## config.mk

```make
export PLATFORM = sky130hd
export DESIGN_NAME = sdram_arbiter
export DESIGN_NICKNAME = d
export VERILOG_FILES = /design/src/rtl/sdram_arbiter.sv
export SDC_FILE = /design/constraint.sdc
export NUM_CORES = 1
export LEC_CHECK = 0
export CAP_MARGIN = 20
export CORE_AREA = 2 2 117 119
export CTS_CLUSTER_SIZE = 14
export DETAILED_ROUTE_END_ITERATION = 10
export DIE_AREA = 0 0 119 121
export PLACE_DENSITY = 0.77
export SYNTH_ARGS = -nofsm -noshare
export SYNTH_HDL_FRONTEND = slang
export SYNTH_SLANG_ARGS = --single-unit
```

## constraint.sdc

```tcl
create_clock -name clk -period 2.6 [get_ports clk]
set_clock_uncertainty 0.05 [all_clocks]
set_input_delay 0.52 -clock clk [delete_from_list [all_inputs] [get_ports clk]]
set_output_delay 0.52 -clock clk [all_outputs]
set_load 0.01 [all_outputs]
```

## src/rtl/sdram_arbiter.sv

```systemverilog
// SDRAM port arbiter: VGA fixed priority, CPU/blitter round-robin.
// Routes ack/rdvalid/complete to the owner only; watchdog aborts hung transactions.
module sdram_arbiter #(
  parameter int TIMEOUT = 1023
) (
  input  logic        clk,
  input  logic        reset,
  input  logic        vga_req,
  input  logic [25:0] vga_addr,
  input  logic        cpu_req,
  input  logic [25:0] cpu_addr,
  input  logic        cpu_write,
  input  logic [31:0] cpu_wdata,
  input  logic [3:0]  cpu_wstrb,
  input  logic        blt_req,
  input  logic [25:0] blt_addr,
  input  logic        blt_write,
  input  logic [31:0] blt_wdata,
  input  logic [3:0]  blt_wstrb,
  output logic        vga_ack,
  output logic        cpu_ack,
  output logic        blt_ack,
  output logic        vga_rdvalid,
  output logic        cpu_rdvalid,
  output logic        blt_rdvalid,
  output logic        vga_complete,
  output logic        cpu_complete,
  output logic        blt_complete,
  output logic [31:0] rdata,
  output logic        sdram_req,
  output logic [25:0] sdram_addr,
  output logic        sdram_write,
  output logic        sdram_burst,
  output logic [31:0] sdram_wdata,
  output logic [3:0]  sdram_wstrb,
  input  logic        sdram_ack,
  input  logic [31:0] sdram_rdata,
  input  logic        sdram_rdvalid,
  input  logic        sdram_complete,
  output logic        err_timeout
);

  localparam logic [1:0] S_IDLE  = 2'd0;
  localparam logic [1:0] S_ISSUE = 2'd1;
  localparam logic [1:0] S_WAIT  = 2'd2;

  localparam logic [1:0] O_NONE = 2'd0;
  localparam logic [1:0] O_VGA  = 2'd1;
  localparam logic [1:0] O_CPU  = 2'd2;
  localparam logic [1:0] O_BLT  = 2'd3;

  localparam logic RR_CPU = 1'b0;
  localparam logic RR_BLT = 1'b1;

  localparam logic [15:0] WD_LAST = 16'(TIMEOUT - 1);

  logic [1:0]  state;
  logic [1:0]  owner;
  logic        rr_ptr;
  logic [15:0] wdog;

  logic gnt_vga;
  logic gnt_cpu;
  logic gnt_blt;
  logic in_issue;
  logic in_wait;
  logic expire;
  logic done;

  // word-address low bits are dropped for single-word commands
  logic unused_addr_lsb;
  assign unused_addr_lsb = ^{cpu_addr[1:0], blt_addr[1:0]};

  always_comb begin
    gnt_vga = 1'b0;
    gnt_cpu = 1'b0;
    gnt_blt = 1'b0;
    if (state == S_IDLE) begin
      if (vga_req) begin
        gnt_vga = 1'b1;
      end else if (cpu_req && blt_req) begin
        gnt_cpu = (rr_ptr == RR_CPU);
        gnt_blt = (rr_ptr == RR_BLT);
      end else begin
        gnt_cpu = cpu_req;
        gnt_blt = blt_req;
      end
    end
  end

  assign in_issue = (state == S_ISSUE);
  assign in_wait  = (state == S_WAIT);
  assign expire   = in_wait && !sdram_complete
                 && (wdog == WD_LAST);
  assign done     = (in_issue && sdram_ack && sdram_complete)
                 || (in_wait && (sdram_complete || expire));

  assign vga_ack = in_issue && sdram_ack && (owner == O_VGA);
  assign cpu_ack = in_issue && sdram_ack && (owner == O_CPU);
  assign blt_ack = in_issue && sdram_ack && (owner == O_BLT);

  assign vga_rdvalid = in_wait && sdram_rdvalid && (owner == O_VGA);
  assign cpu_rdvalid = in_wait && sdram_rdvalid && (owner == O_CPU);
  assign blt_rdvalid = in_wait && sdram_rdvalid && (owner == O_BLT);

  assign vga_complete = done && (owner == O_VGA);
  assign cpu_complete = done && (owner == O_CPU);
  assign blt_complete = done && (owner == O_BLT);

  assign rdata = sdram_rdata;

  always_ff @(posedge clk or negedge reset) begin
    if (!reset) begin
      state       <= S_IDLE;
      owner       <= O_NONE;
      rr_ptr      <= RR_CPU;
      wdog        <= '0;
      sdram_req   <= 1'b0;
      sdram_addr  <= '0;
      sdram_write <= 1'b0;
      sdram_burst <= 1'b0;
      sdram_wdata <= '0;
      sdram_wstrb <= '0;
      err_timeout <= 1'b0;
    end else begin
      case (state)
        S_IDLE: begin
          unique case (1'b1)
            gnt_vga: begin
              owner       <= O_VGA;
              sdram_addr  <= vga_addr;
              sdram_write <= 1'b0;
              sdram_burst <= 1'b1;
              sdram_wdata <= '0;
              sdram_wstrb <= '0;
            end
            gnt_cpu: begin
              owner       <= O_CPU;
              sdram_addr  <= {cpu_addr[25:2], 2'b00};
              sdram_write <= cpu_write;
              sdram_burst <= 1'b0;
              sdram_wdata <= cpu_wdata;
              sdram_wstrb <= cpu_wstrb;
            end
            gnt_blt: begin
              owner       <= O_BLT;
              sdram_addr  <= {blt_addr[25:2], 2'b00};
              sdram_write <= blt_write;
              sdram_burst <= 1'b0;
              sdram_wdata <= blt_wdata;
              sdram_wstrb <= blt_wstrb;
            end
            default: ;
          endcase
          if (gnt_vga || gnt_cpu || gnt_blt) begin
            sdram_req <= 1'b1;
            state     <= S_ISSUE;
          end
        end
        S_ISSUE: begin
          if (sdram_ack) begin
            sdram_req <= 1'b0;
            wdog      <= '0;
            if (owner == O_CPU) rr_ptr <= RR_BLT;
            if (owner == O_BLT) rr_ptr <= RR_CPU;
            if (sdram_complete) begin
              state <= S_IDLE;
              owner <= O_NONE;
            end else begin
              state <= S_WAIT;
            end
          end
        end
        S_WAIT: begin
          if (done) begin
            state <= S_IDLE;
            owner <= O_NONE;
            if (expire) err_timeout <= 1'b1;
          end else begin
            wdog <= wdog + 16'd1;
          end
        end
        default: begin
          state <= S_IDLE;
          owner <= O_NONE;
        end
      endcase
    end
  end

endmodule

```

======== Yosys cells after proc, flatten, opt, wreduce, memory -nomap -nowiden ========
Cells that the tools add are included.
cells by class
  add/sub/neg operators ................... 1
  equality and inequality tests ........... 12
  multiplexer cells ....................... 30
  bitwise operators ....................... 1
  reductions and logical operators ........ 36
operator list
  kind                                                                number
  32-bit one-hot mux with 3 select lines                              1
  26-bit one-hot mux with 3 select lines                              1
  16-bit 2-to-1 mux                                                   2
  16-bit one-hot mux with 2 select lines                              1
  2-bit one-hot mux with 3 select lines                               3
  16-bit by 1-bit adder with 16-bit output (second input constant)    1
  16-bit by 10-bit == test with 1-bit output (second input constant)  1
  1-bit logical AND                                                   16
  3-bit AND reduction                                                 5
  1-bit 2-to-1 mux                                                    12
  2-bit 2-to-1 mux                                                    6
  4-bit one-hot mux with 3 select lines                               1
  2-bit nonzero test                                                  4
  2-bit == test (second input constant)                               3
  2-bit != test (second input constant)                               3
  2-bit by 1-bit == test with 1-bit output (second input constant)    2
  1-bit logical OR                                                    4
  2-bit by 1-bit != test with 1-bit output (second input constant)    2
  4-bit != test (second input constant)                               1
  1-bit one-hot mux with 2 select lines                               2
  2-bit AND reduction                                                 2
  4-bit AND reduction                                                 1
  1-bit one-hot mux with 3 select lines                               1
  3-bit nonzero test                                                  1
  4 further kinds                                                     4
storage, ports and cells
  register bits ........................... 87
  input port bits ......................... 192
  word-level logic and storage cells ...... 91

======== Longest topological paths before layout ========
Gate-level depths: netlist of run 1.
  word-level depth ........................ 8
  gate-level depth with buffers ........... 6
  gate-level depth less buffers ........... 6

======== Worst setup path before layout of run 1 ========
OpenSTA, ideal clock, no wires.
  path kind ............................... flip-flop to output port
  start point ............................. reg wdog[0]
  end point ............................... out blt_complete
  arrival ................................. 1.880 ns
  slack ................................... 0.150 ns
  stages on the path, launching flop included .. 7
  buffers on the path ..................... 0
  cells stage by stage .................... dfrtp_1 -> inv_1 -> ha_1 -> or4b_4 -> nor4_4 -> a21oi_1 -> nor2_1
between the ends
  cells in the longest elaborated chain, start to end .. 6
ends and longest elaborated chain
  item                                        line  text
  start, declared                             60    logic [15:0] wdog;
  start signal, assigned                      180   wdog <= wdog + 16'd1;
  16-bit by 10-bit == test with 1-bit output  94    && (wdog == WD_LAST);
  1-bit logical AND                           94
  1-bit logical OR                            96    || (in_wait && (sdram_complete || expire));
  1-bit logical AND                           96
  1-bit logical OR                            96
  1-bit logical AND                           108   assign blt_complete = done && (owner == O_BLT);
  end, declared                               28    output logic blt_complete,
No other way between the ends.

======== Worst setup path in the final report of run 1 ========
  start point ............................. reg wdog[0]
  end point ............................... out vga_complete
between the ends
  cells in the longest elaborated chain, start to end .. 6
ends and longest elaborated chain
  item                                        line  text
  16-bit by 10-bit == test with 1-bit output  94
  1-bit logical AND                           94
  1-bit logical OR                            96
  1-bit logical AND                           96
  1-bit logical OR                            96
  1-bit logical AND                           106   assign vga_complete = done && (owner == O_VGA);
  end, declared                               26    output logic vga_complete,
No other way between the ends.

==> results.yml, run 1 <==
logic_synthesis:
  syn_nets: 614
  syn_inst: 420
  synth-edff-count: 0
  yosysTopAreaCellShare_pct: 51.1
  synth_area_leaders: "dfrtp_1, a222oi_1, buf_4, inv_1, a21oi_1"
  yosysSeqAreaShare_pct: 51.1
  yosysMostFrequentCell: "dfrtp_1"
  ys_ff_latch: 87
  syn_avg_cell_area_sq_um: 10.1
  syn_area_sq_mm: 0.00426
  synth.top_cells.by_count: "dfrtp_1, a222oi_1, inv_1"
  synth_top_flop_cell: "dfrtp_1"
  synth_cell_types: 46
  synth_area_leader_cell: "dfrtp_1"
  yosysWarningCount: 0
  async_flop_share_pct: 100
timing:
  tightestPinTransition_ns: 0.565
  post-route-period-util_pct: 96.3
  rsz0062_at_grt: "yes"
  hold_viol: 0
  fmax_mhz: 399
  maxSlewHeadroom_pct: 62.4
  min_period_ns: 2.50
  slew_viol_final: 0
  setup_viol: 0
  layout_setup_ws_ns: 0.0959
  setup-tns-final_ns: 0
job:
  max_cap_violations: 0
floorplan:
  dieHeight_microns: 121
  core_area_sq_mm: 0.0131
  num_rows: 42
  die_w_microns: 119
  num_io_pins: 299
  start_util_pct: 32.5
  die_area_sq_mm: 0.0144
clocking:
  cts_sinks: 87
  numCtsBuffers: 9
  ctsHtreeMaxLevel: 3
  cts_hold_buffers: 0
  cts_root_buf: "clkbuf_16"
  cts_tree: "built"
  cts.clk_slew.worst_paths_ns: 0.06
  clock_latency_ns: 0.34
  cts_buffer_depth: 2
placed_design:
  placed_area_sq_mm: 0.00669
  placedCellCount: 792
  dp_hpwl_microns: 10900
  pre_cts_slack_ns: -0.184
  gp_congestion: 0.794
  place.port_buffers: 230
pwr:
  p_leak_uw: 0.00306
  power_density_mw_per_mm2: 793
  peakVddDrop_v: 0.000420
drt:
  firstDrtPassIters: 9
  routed_via_density: 5.28
  wire_per_inst_microns: 18.0
  initialDrtViolationCount: 432
  vias: 4268
  drt-total-wl_microns: 14600
  drc: 0
  antenna_left: 0
setup_path:
  end_kind: "output pin"
  worst_ep_arrival_time_ns: 1.93
  critical_path_class: "register to output pin"
  cp-start-kind: "register"
  crit_required_ns: 2.03
  critPathMaxFanout: 3
global_routing:
  grt_pass1_vias: 4433
  grt_max_degree: 52
  grt_usage_pct: 20.3
  antenna_found_initial: 0
  overflow: 0
  grt_pass1_wl_microns: 22700
status:
  status: "finished clean"
finish:
  fin_nets: 823
  antennaDiodeCount: 0
  postLayoutCoreUtil_pct: 53.6
  layout.cells.non_filler: 808
  area_growth_pct: 64.8
  fin_area_sq_mm: 0.00701
  drive_above_1_share_pct: 9.02
worst_hold_path:
  hold_path.class: "input port to asynchronous set/reset pin"
-- cell type report --
cell class,instances,area (sq um)
Fill cell,1138,6070
Clock buffer,11,253
Timing Repair Buffer,259,2550
Clock inverter,3,67.6
Inverter,42,158
Tap cell,176,220
Sequential cell,87,2180
Multi-Input combinational cell,230,1590
-- layout by cell type, fill, tap and decap left out, drive strengths merged, types with 2 or more instances in the layout --
cell type and instances:
bufinv 2, nand3 6, clkdlybuf4s50 223, nor4 3, buf 33, a32o 2, nand2 16, o21a 2
ha 2, o211ai 4, and3 2, and4 2, nor3b 2, dlygate4sd2 2, nand4 5, or3 5
a21oi 31, o31ai 3, nor3 7, inv 42, o21ai 14, nand2b 2, mux2i 5, clkbuf 11
a222oi 61, dfrtp 87, or4 2, nor2 39
-- sequential cells by signal, indices dropped and copies added, names as in the netlist, 2 cells and up --
register	count
wdog	16
sdram_addr	26
owner	2
state	2
sdram_wdata	32
sdram_wstrb	4
-- metal layers --
layer	wire length, microns	vias up	GRT usage, %
met1	5470	2062	22.7
li1	-	1975	-
met3	1200	35	6.48
met2	7520	196	35.2
met4	365	0	9.60
met5	0	-	0
-- final timing paths --
check / slack [ns] / end / from / depth (start not counted)
min: 0.12 / wdog[7] / reset / 1
max: 0.1 / vga_complete / wdog[0] / 7
min reg2reg: 0.42 / err_timeout / err_timeout / 1
min in group clk: 0.42 / err_timeout / err_timeout / 1
max reg2reg: 0.52 / wdog[8] / wdog[0] / 7
max in group asynchronous: 1.72 / sdram_addr[1] / reset / 2
-- report_power, final --
group	leakage (uW)	internal, uW	switching (uW)
combinational	0.00180	1220	928
clock	0.000154	884	527
sequential	0.00110	1760	251
-- worst max-delay path, stage by stage, from the launching register on --
cell and delay, ns:
dfrtp_1 0.38, inv_1 0.06, ha_1 0.13, or4b_4 0.47, nor4_4 0.18, a21oi_2 0.12, nor2_1 0.11, buf_2 0.13
-- cell families (layout without fill, tap and decap cells) --
logic type / count (synthesis) / in the layout / synth area share (%)
compound gates: 124 / 124 / 23.0
buf+inv: 103 / 315 / 11.9
simple gates: 98 / 98 / 12.0
flops: 87 / 87 / 51.1
mux: 5 / 5 / 1.18
fa+ha+maj: 2 / 2 / 0.588
xor+xnor: 1 / 1 / 0.206
-- through the flow --
step	total power, uW	hold slack, ns
2_1_floorplan	2870	0.174
3_3_place_gp	4110	0.401
3_5_place_dp	4170	0.408
4_1_cts	5620	0.129
5_1_grt	5870	0.152
6_report	5560	0.116
-- timing repair --
item,in CTS,in global routing
gates cloned,0,0
endpoints found under the setup margin,6,4
resized for setup,15,1
hold endpoints to repair,0,0
pin swaps,2,1
buffers inserted,1,1
Power figures use the tool's default switching activity.
==> run 2, diff against run 1 <==
--- a/config.mk
+++ b/config.mk
@@ -7,6 +7,7 @@
 export LEC_CHECK = 0
 export CAP_MARGIN = 20
 export CORE_AREA = 2 2 117 119
+export CTS_CLUSTER_DIAMETER = 200
 export CTS_CLUSTER_SIZE = 14
 export DETAILED_ROUTE_END_ITERATION = 10
 export DIE_AREA = 0 0 119 121
==> results of run 2 <==
Final layout, timing and power as in run 1 (identical DEF).
